File: src/rtl/genius_pkg.sv
// Shared encodings for the Genius/Simon datapath: FSM states and count direction.
package genius_pkg;
  typedef enum logic [1:0] {
    ST_IDLE = 2'd0,
    ST_RUN  = 2'd1,
    ST_DONE = 2'd2
  } state_e;

  localparam logic DIR_UP   = 1'b0;
  localparam logic DIR_DOWN = 1'b1;
endpackage

File: src/rtl/seq_step_prescaler.sv
// Turns every PRESCALE-th E strobe into one address step; clr restarts the count.
module seq_step_prescaler #(
  parameter int PRESCALE = 4
) (
  input  logic clk,
  input  logic R,
  input  logic clr,
  input  logic E,
  output logic step
);
  localparam int CW = $clog2(PRESCALE) + 1;
  localparam logic [CW-1:0] LAST = CW'(PRESCALE - 1);

  logic [CW-1:0] cnt_q, cnt_d;

  assign step = E && !clr && (cnt_q == LAST);

  always_comb begin
    cnt_d = cnt_q;
    if (clr || step) cnt_d = '0;
    else if (E)      cnt_d = cnt_q + CW'(1);
  end

  always_ff @(posedge clk or negedge R) begin
    if (!R) cnt_q <= '0;
    else    cnt_q <= cnt_d;
  end
endmodule

File: src/rtl/seq_addr_counter.sv
// ROM address sequencer for one round: 0..limit or limit..0 with start/abort handshake.
// Optional E prescaling is enabled by defining SEQ_CNT_PRESCALE_EN.
module seq_addr_counter
  import genius_pkg::*;
#(
  parameter int W        = 4,
  parameter int PRESCALE = 4
) (
  input  logic         clk,
  input  logic         R,
  input  logic         start,
  input  logic         abort,
  input  logic         E,
  input  logic         dir,
  input  logic [W-1:0] limit,
  output logic [W-1:0] SEQFPGA,
  output logic         valid,
  output logic         tc,
  output logic         done,
  output logic         busy
);
  state_e       state_q, state_d;
  logic [W-1:0] addr_q, addr_d;
  logic [W-1:0] lim_q, lim_d;
  logic         dir_q, dir_d;
  logic         run, at_end, step;
  logic [W-1:0] end_addr;

  assign run      = (state_q == ST_RUN);
  assign end_addr = (dir_q == DIR_DOWN) ? '0 : lim_q;
  assign at_end   = (addr_q == end_addr);

`ifdef SEQ_CNT_PRESCALE_EN
  logic clr;
  assign clr = abort || (state_q == ST_IDLE && start);

  // only E strobes seen in RUN advance the prescale count
  seq_step_prescaler #(.PRESCALE(PRESCALE)) u_pre (
    .clk  (clk),
    .R    (R),
    .clr  (clr),
    .E    (E && run),
    .step (step)
  );
`else
  // a PRESCALE below 1 is illegal in either build; folds to plain E otherwise
  assign step = E && (PRESCALE >= 1);
`endif

  always_comb begin
    state_d = state_q;
    addr_d  = addr_q;
    lim_d   = lim_q;
    dir_d   = dir_q;
    if (abort) begin
      state_d = ST_IDLE;
    end else begin
      unique case (state_q)
        ST_IDLE: if (start) begin
          lim_d   = limit;
          dir_d   = dir;
          addr_d  = (dir == DIR_DOWN) ? limit : '0;
          state_d = ST_RUN;
        end
        ST_RUN: if (step) begin
          if (at_end)                state_d = ST_DONE;
          else if (dir_q == DIR_DOWN) addr_d = addr_q - W'(1);
          else                        addr_d = addr_q + W'(1);
        end
        ST_DONE: state_d = ST_IDLE;
        default: state_d = ST_IDLE;
      endcase
    end
  end

  always_ff @(posedge clk or negedge R) begin
    if (!R) begin
      state_q <= ST_IDLE;
      addr_q  <= '0;
      lim_q   <= '0;
      dir_q   <= DIR_UP;
    end else begin
      state_q <= state_d;
      addr_q  <= addr_d;
      lim_q   <= lim_d;
      dir_q   <= dir_d;
    end
  end

  assign SEQFPGA = addr_q;
  assign valid   = run;
  assign tc      = run && at_end;
  assign done    = (state_q == ST_DONE);
  assign busy    = (state_q != ST_IDLE);
endmodule

File: config.mk
export PLATFORM = sky130hd
export DESIGN_NAME = seq_addr_counter
export DESIGN_NICKNAME = d
export VERILOG_FILES = /design/src/rtl/genius_pkg.sv /design/src/rtl/seq_step_prescaler.sv /design/src/rtl/seq_addr_counter.sv
export SDC_FILE = /design/constraint.sdc
export NUM_CORES = 1
export LEC_CHECK = 0
export BUFFER_PORTS_ARGS = -buffer_cell sky130_fd_sc_hd__buf_2
export CAP_MARGIN = 5
export CORE_UTILIZATION = 40
export DETAILED_ROUTE_END_ITERATION = 10
export GPL_TIMING_DRIVEN = 0
export SLEW_MARGIN = 30
export SYNTH_ARGS = -nofsm -noshare
export SYNTH_HDL_FRONTEND = slang
export SYNTH_SLANG_ARGS = --single-unit
File: constraint.sdc
create_clock -name clk -period 4.7 [get_ports clk]
set_clock_uncertainty 0.15 [all_clocks]
set_input_delay 0.705 -clock clk [delete_from_list [all_inputs] [get_ports clk]]
set_output_delay 0.705 -clock clk [all_outputs]
set_load 0.005 [all_outputs]
# Yosys cells after proc, flatten, opt, wreduce, memory -nomap -nowiden
# Cells that the tools add are included.
[word_totals]
ff_bits = 11
input_bits = 10
out_inout_bits = 8
word_cells = 35
[op_classes]
addsub = 2
n_eq_ne = 9
mux = 12
n_bitwise = 1
n_reduce_logical = 7
[ops]
columns = ["cell", "count"]
rows = [
  ["$mux W4", 6],
  ["$mux W2", 4],
  ["$pmux W4 S2", 1],
  ["$ne A2 B2 Y1 const B", 3],
  ["$ne A3 B3 Y1 const B", 2],
  ["$reduce_and A3 Y1", 2],
  ["$reduce_and A5 Y1", 1],
  ["$add A4 B1 Y4 const B", 1],
  ["$eq A4 B4 Y1", 1],
  ["$pmux W2 S2", 1],
  ["$reduce_bool A2 Y1", 2],
  ["$sub A4 B1 Y4 const B", 1],
  ["$ne A3 B2 Y1 const B", 1],
  ["$eq A2 B1 Y1 const B", 1],
  ["$eq A2 B2 Y1 const B", 1],
  ["$logic_not A2 Y1", 1],
  ["$logic_and A1 B1 Y1", 1],
  ["$not A1 Y1", 1],
]

# Longest topological paths before layout
# Gate-level depths: netlist of the first run.
[logic_depth]
word_depth = 6
ltp_mapped = 6
mapped_depth_nobuf = 6

# Worst setup path after synthesis of the first run
# OpenSTA, ideal clock, no wires.
[synth_timing]
path_kind = "reg-to-output"
start = "register dir_q"
end = "output tc"
t_arrival_ns = 1.317
required_time_ns = 3.845
slack_ns = 2.528
path_stages_with_launch = 5
path_buffers = 0
path_cell_list = "dfrtp_1 inv_2 and3_1 or4_4 nor2_1"
[synth_via]
elab_chain_len = 3
[synth_lines]
columns = ["item", "line_no", "source"]
rows = [
  ["start: declaration", "seq_addr_counter.sv:25", "logic dir_q, dir_d;"],
  ["start signal: assignment", "seq_addr_counter.sv:86", "dir_q <= dir_d;"],
  ["$mux W4", "seq_addr_counter.sv:30", "assign end_addr = (dir_q == DIR_DOWN) ? '0 : lim_q;"],
  ["$eq A4 B4 Y1", "seq_addr_counter.sv:31", "assign at_end = (addr_q == end_addr);"],
  ["$logic_and A1 B1 Y1", "seq_addr_counter.sv:92", "assign tc = run && at_end;"],
  ["end: declaration", "seq_addr_counter.sv:18", "output logic tc,"],
]
# No other way between the ends.

# Worst setup path after layout of the first run
# Ends and elaborated chain as after synthesis.

==> results of run 1 <==
==> final cells by class <==
class                      count  area share (%)
inverter                       5            2.26
clock buffer                   4            3.16
tap                           16            2.41
multi-input combinational     56            48.4
sequential                    11            33.1
timing repair buffer          17            10.2
buffer                         1           0.451
==> how the worst min path moves through the flow <==
stage | slack [ns] | start | end | cells after the start
2_1_floorplan | 0.26 | R | SEQFPGA[0]$_DFFE_PN0P_ | 0
3_5_place_dp | 0.36 | lim_q[2]$_DFFE_PN0P_ | lim_q[2]$_DFFE_PN0P_ | 1
5_1_grt | 0.15 | R | state_q[0]$_DFFE_PN0P_ | 1
4_1_cts | 0.14 | R | state_q[0]$_DFFE_PN0P_ | 1
3_3_place_gp | 0.35 | state_q[1]$_DFFE_PN0P_ | state_q[0]$_DFFE_PN0P_ | 1
6_report | 0.13 | R | state_q[0]$_DFFE_PN0P_ | 1
==> critical path, cell delays in order (launching register included) <==
cell	delay, ns
dfrtp_1	0.47
inv_2	0.12
and3_1	0.16
or4_4	0.55
nor2_1	0.12
buf_2	0.11
==> power groups by stage <==
stage | clock network (µW) | logic [µW] | registers (µW)
after floorplan | 0 | 148 | 154
after global placement | 0 | 201 | 159
after detailed placement | 0 | 202 | 161
after CTS | 71.0 | 202 | 159
after global routing | 75.1 | 228 | 164
final | 67.8 | 202 | 158
==> metal layers <==
metal  global-route usage, %  wire length, µm
met3                    3.75               64
met5                       0                0
met4                    14.5               53
met1                    25.8              732
met2                    25.1              635
==> synthesized netlist by cell type <==
master and instances:
a211o_1 1, a211oi_1 2, a21oi_1 4, a221o_1 1, a2bb2oi_1 2, a31oi_1 2, and2_1 1, and3_1 1
and3b_1 1, clkbuf_1 1, dfrtp_1 11, fa_1 1, ha_1 2, inv_1 3, inv_2 2, mux2_1 1
mux2_2 4, mux2i_1 1, nand2_1 2, nand2b_1 3, nand3_1 3, nor2_1 7, nor2b_1 1, nor3_1 3
nor3b_1 1, o21ai_0 3, o21ai_1 1, o21bai_2 1, o32ai_1 1, or2_0 1, or2_2 1, or4_4 1
xnor2_1 2, xor2_1 1
==> flip-flops by register name (all words and copies together) (netlist names) <==
register and flops:
SEQFPGA 4, dir_q 1, state_q 2, lim_q 4
==> metrics by stage <==
step | setup slack, ns | cells | util, % | area [µm²]
final | 2.03 | 110 | 52.8 | 832
after global routing | 1.90 | 110 | 52.8 | 832
after CTS | 2.02 | 110 | 52.8 | 832
after detailed placement | 2.34 | 106 | 51.1 | 806
after global placement | 2.34 | 106 | 51.1 | 806
after floorplan | 2.53 | 73 | - | 701
==> logic make-up after synthesis <==
family | count (synthesis)
AND/OR/NAND/NOR | 26
AO/OA/AOI/OAI | 18
flip-flops | 11
buffers and inverters | 6
multiplexers | 6
XOR/XNOR | 3
adder cells (fa/ha/maj) | 3
==> qor.csv, run 1 <==
metric,value,unit
status,completed,
power_density,515,nW/µm²
grt_max_degree,12,
htreeDepth,1,
first_iter_violations,13,
synth_top_family_by_area,simple AND/OR/NAND/NOR gates,
wirelength,1490,µm
yosys.area.top_type,dfrtp_1,
p_clk_share,15.8,%
syn-cell-area,701,µm²
clkTransAtPathRegs,0.08,ns
fin_crit_sh,56.8,%
r2r_end,SEQFPGA[2]$_DFFE_PN0P_,
synth_compound_area_share,17.7,%
ioPinCount,18,
worst_pin_slew,0.850,ns
crit-reg2reg-launch,dir_q$_DFFE_PN0P_,
slew_violations,0,
hpwlAfterDp,1140,µm
syn2layout_area_growth,18.8,%
switchingPower,171,µW
dr.pass1.iters,6,
n_fill_cell,154,
p_seq_share,36.9,%
rsz0062_at_grt,no,
crit_end,tc,
seq_area_frac_synth,39.3,%
start_util,44.4,%
die_h,43.9,µm
synth-xor-area-share,3.75,%
seq_area,275,µm²
p_int,258,µW
ir_drop,0.221,mV
synth_cell_types,34,
clockBufferDepth,2,
grt_overflow,0,
die_x,43.9,µm
yosys_warnings,0,
swShare,39.8,%
clk_latency,0.28,ns
cts_tree,done,
port_buffers,17,
cts_root_buf,clkbuf_4,
holdBufCountCts,0,
hold_path.class,in -> async,
crit_path_end_kind,primary output,
critPathLaunch,dir_q$_DFFE_PN0P_,
final_hold_viol_count,0,
core_area,1580,µm²
routedWlPerCell,13.5,µm
synth_mux_area_share,9.46,%
synth.top_cell.area_share,39.3,%
cts_setup_buffers,0,
setup_tns,0,ns
antenna_found_initial,0,
rows,14,
grt_use_total,18.7,%
startpoint_type,flop,
final_common_cell,buf_2,
grt_pass1_wl,2410,µm
worstSetupPathType,reg -> out,
drive_above_1_share,30.9,%
num-nets-final,108,
finalSetupViolations,0,
crit_fanout,7,
cts_made_buffers,3,
synthAdderAreaFrac,6.43,%
power.total,428,µW
worst-r2r-setup-slack,2.48,ns
place_congestion,0.799,
slew_headroom,42.9,%
grt_pass1_vias,507,
post-route-drc-count,0,
synth-seq-cells,11,
antennaDiodeCount,0,
timing.fmax,375,MHz
syn_avg_cell_area,9.60,µm²
vias,625,
cts.sinks,11,
required,3.85,ns
ant_nets,0,
min_period,2.67,ns
dieArea,1920,µm²
viasPerCell,5.68,
p_leak,0.000396,µW
layout_common_cells,"17 x buf_2, 11 x dfrtp_1, 7 x nor2_1",
cts-resized-gates,0,
multiInputGateArea,403,µm²
postSynthCellCount,73,
syn-num-nets,86,
maxCapViolCount,0,
cp.arrival,1.81,ns
synth_area_leaders,"dfrtp_1 39%, mux2_2 6.4%, nor2_1 3.8%",
whs,0.132,ns
power_frac_comb,47.3,%
yosys.area_share.simple,20.2,%
rr_worst_depth,5,
No activity file was read; power rests on OpenSTA's default activity.
==> run 2, diff against run 1 <==
Settings changed: PLACE_DENSITY set to 0.66.
Clock period 4.7 ns to 2.4 ns, I/O delays scaled along.
==> run 2 against run 1 <==
Compared with the run above:
- sequential power is 98% higher
- count of clock-buffer cells in the layout stayed put
- setup slack worse by 1.9 ns
- die area stayed put
- utilization is 0.71 points higher
- critical endpoint unchanged
- power is 95% higher
- worst hold slack worse by 0.015 ns
- non-clock buffer count is 1 higher
- final cell count is 0.91% higher
- critical path depth stayed put
==> qor.csv, run 2 (same netlist as run 1, synthesis figures left out) <==
metric,value,unit,change
status,completed,,unchanged
drive_above_1_share,31.6,%,was 30.9%
post-route-drc-count,0,,unchanged
crit_family,simple AND/OR/NAND/NOR gates,,unchanged
ir_drop,0.510,mV,was 0.221 mV
wirelength,1500,µm,was 1490 µm
grt_max_degree,12,,unchanged
vias,616,,was 625
slew_headroom,47.7,%,was 42.9%
utilization,53.5,%,was 52.8%
min_period,2.27,ns,
crit_path_cell_trace,inv_2 -> a21oi_1 -> or4_4 -> nor2_1 -> buf_2,,was inv_2 -> and3_1 -> or4_4 -> nor2_1 -> buf_2
min_to,state_q[0]$_DFFE_PN0P_,,
crit_path_end_kind,primary output,,unchanged
ant_nets,0,,unchanged
clockBufferDepth,2,,unchanged
hold_depth,2,,
slew_violations,0,,unchanged
clk_latency,0.27,ns,was 0.28 ns
critPathSlowestCell,or4_4,,unchanged
grt_use_total,19.3,%,was 18.7%
rows,14,,unchanged
clkTransAtPathRegs,0.07,ns,was 0.08 ns
routedWlPerCell,13.5,µm,about the same
dieArea,1920,µm²,unchanged
grt_overflow,0,,unchanged
setup_slack,0.126,ns,was 2.03 ns
p_clk_share,15.4,%,was 15.8%
worstSetupPathType,reg -> out,,unchanged
num-nets-final,109,,was 108
ioPinCount,18,,unchanged
syn2layout_area_growth,20.4,%,was 18.8%
p_leak,0.000399,µW,was 0.000396 µW
antenna_found_initial,0,,unchanged
port_buffers,17,,unchanged
cts_tree,done,,unchanged
maxCapViolCount,0,,unchanged
hpwlAfterDp,1140,µm,about the same
pre_cts_slack,0.185,ns,was 2.34 ns
antennaDiodeCount,0,,unchanged
start_util,44.4,%,unchanged
final_hold_viol_count,0,,unchanged
grt_pass1_vias,596,,was 507
rsz0062_at_grt,no,,unchanged
final_common_cell,buf_2,,unchanged
startpoint_type,flop,,unchanged
power_frac_comb,47.2,%,was 47.3%
fin_crit_sh,94.8,%,
min_from,abort,,
cp.arrival,1.76,ns,was 1.81 ns
crit_fanout,7,,unchanged
layout_common_cells,"17 x buf_2, 10 x dfrtp_1, 7 x nor2_1",,"was 17 x buf_2, 11 x dfrtp_1, 7 x nor2_1"
worst_pin_slew,0.778,ns,was 0.850 ns
die_x,43.9,µm,unchanged
swShare,39.6,%,was 39.8%
setup_tns,0,ns,unchanged
place_congestion,0.789,,was 0.799
switchingPower,332,µW,was 171 µW
htreeDepth,1,,unchanged
r2r_end,SEQFPGA[2]$_DFFE_PN0P_,,unchanged
worst-r2r-setup-slack,0.25,ns,was 2.48 ns
die_h,43.9,µm,unchanged
cts_root_buf,clkbuf_4,,unchanged
p_seq_share,37.4,%,was 36.9%
p_int,505,µW,was 258 µW
viasPerCell,5.55,,was 5.68
max_stage_delay,0.57,ns,was 0.55 ns
grt_pass1_wl,2640,µm,was 2410 µm
timing.fmax,440,MHz,
hold_path.class,in -> reg,,was in -> async
power.total,837,µW,was 428 µW
required,1.89,ns,was 3.85 ns
finalSetupViolations,0,,unchanged
n_fill_cell,164,,was 154
cts.sinks,11,,unchanged
core_area,1580,µm²,unchanged
power_density,992,nW/µm²,was 515 nW/µm²
first_iter_violations,6,,was 13
rr_worst_depth,5,,unchanged
dr.pass1.iters,6,,unchanged
cts_made_buffers,3,,unchanged
worst-path-buf-inv,2,,unchanged
crit-reg2reg-launch,dir_q$_DFFE_PN0P_,,unchanged
==> run 2: cell count changes in the layout (fill, tap and decap cells not counted), sizes merged <==
| cell | delta |
|---|---|
| dlygate4sd3 | +1 |
==> run 2: stage by stage <==
stage	hold WS, ns	instances	area, µm²
finish	0.117	111	843
global route	0.103	111	843
global placement	0.0954	106	806
detailed placement	0.0966	106	806
floorplan	-0.0856	73	701
CTS	0.109	111	842
==> run 2: area by class of cell <==
class	count	area [µm²]	area share, %
Timing Repair Buffer	18	95.1	11.3
Tap cell	16	20.0	2.37
Buffer	1	3.75	0.445
Sequential cell	11	277	32.8
Clock buffer	4	26.3	3.12
Multi-Input combinational cell	56	403	47.8
Inverter	5	18.8	2.23
==> run 2: worst register-to-register path, stage by stage (launching register included) <==
cell and delay, ns:
dfrtp_2 0.46, inv_2 0.14, a21oi_1 0.08, or4_4 0.57, o21bai_2 0.27, mux2_1 0.35
==> run 2: metal layers <==
metal / GRT usage (%) / vias up / wire [µm]
met3: 7.50 / 2 / 76
met2: 29.0 / 15 / 686
li1: - / 310 / -
met1: 25.4 / 289 / 729
met5: 0 / - / 0
met4: 6.67 / 0 / 11
==> run 2: timing repair <==
| item | in CTS | in global routing |
|---|---|---|
| resized for setup | 0 | 1 |
| hold endpoints to repair | 11 | 0 |
| hold buffers | 1 | 0 |
| endpoints found under the setup margin | 0 | 1 |
| setup buffers | 0 | 0 |
==> run 2: power groups by stage <==
stage | Clock [µW] | Combinational (µW) | Sequential [µW]
after floorplan | 0 | 291 | 302
after global placement | 0 | 388 | 312
after detailed placement | 0 | 394 | 315
after CTS | 135 | 397 | 312
after global routing | 145 | 452 | 322
final | 129 | 395 | 313
==> run 2: how the worst max path moves through the flow <==
| stage | startpoint | to | slack (ns) | cells after the start |
|---|---|---|---|---|
| after floorplan | dir_q$_DFFE_PN0P_ | SEQFPGA[2]$_DFFE_PN0P_ | 0.39 | 5 |
| after detailed placement | dir_q$_DFFE_PN0P_ | SEQFPGA[2]$_DFFE_PN0P_ | 0.19 | 5 |
| final | dir_q$_DFFE_PN0P_ | tc | 0.13 | 5 |
| after global routing | dir_q$_DFFE_PN0P_ | tc | 0.04 | 5 |
| after CTS | dir_q$_DFFE_PN0P_ | tc | 0.05 | 5 |
| after global placement | dir_q$_DFFE_PN0P_ | SEQFPGA[2]$_DFFE_PN0P_ | 0.21 | 5 |
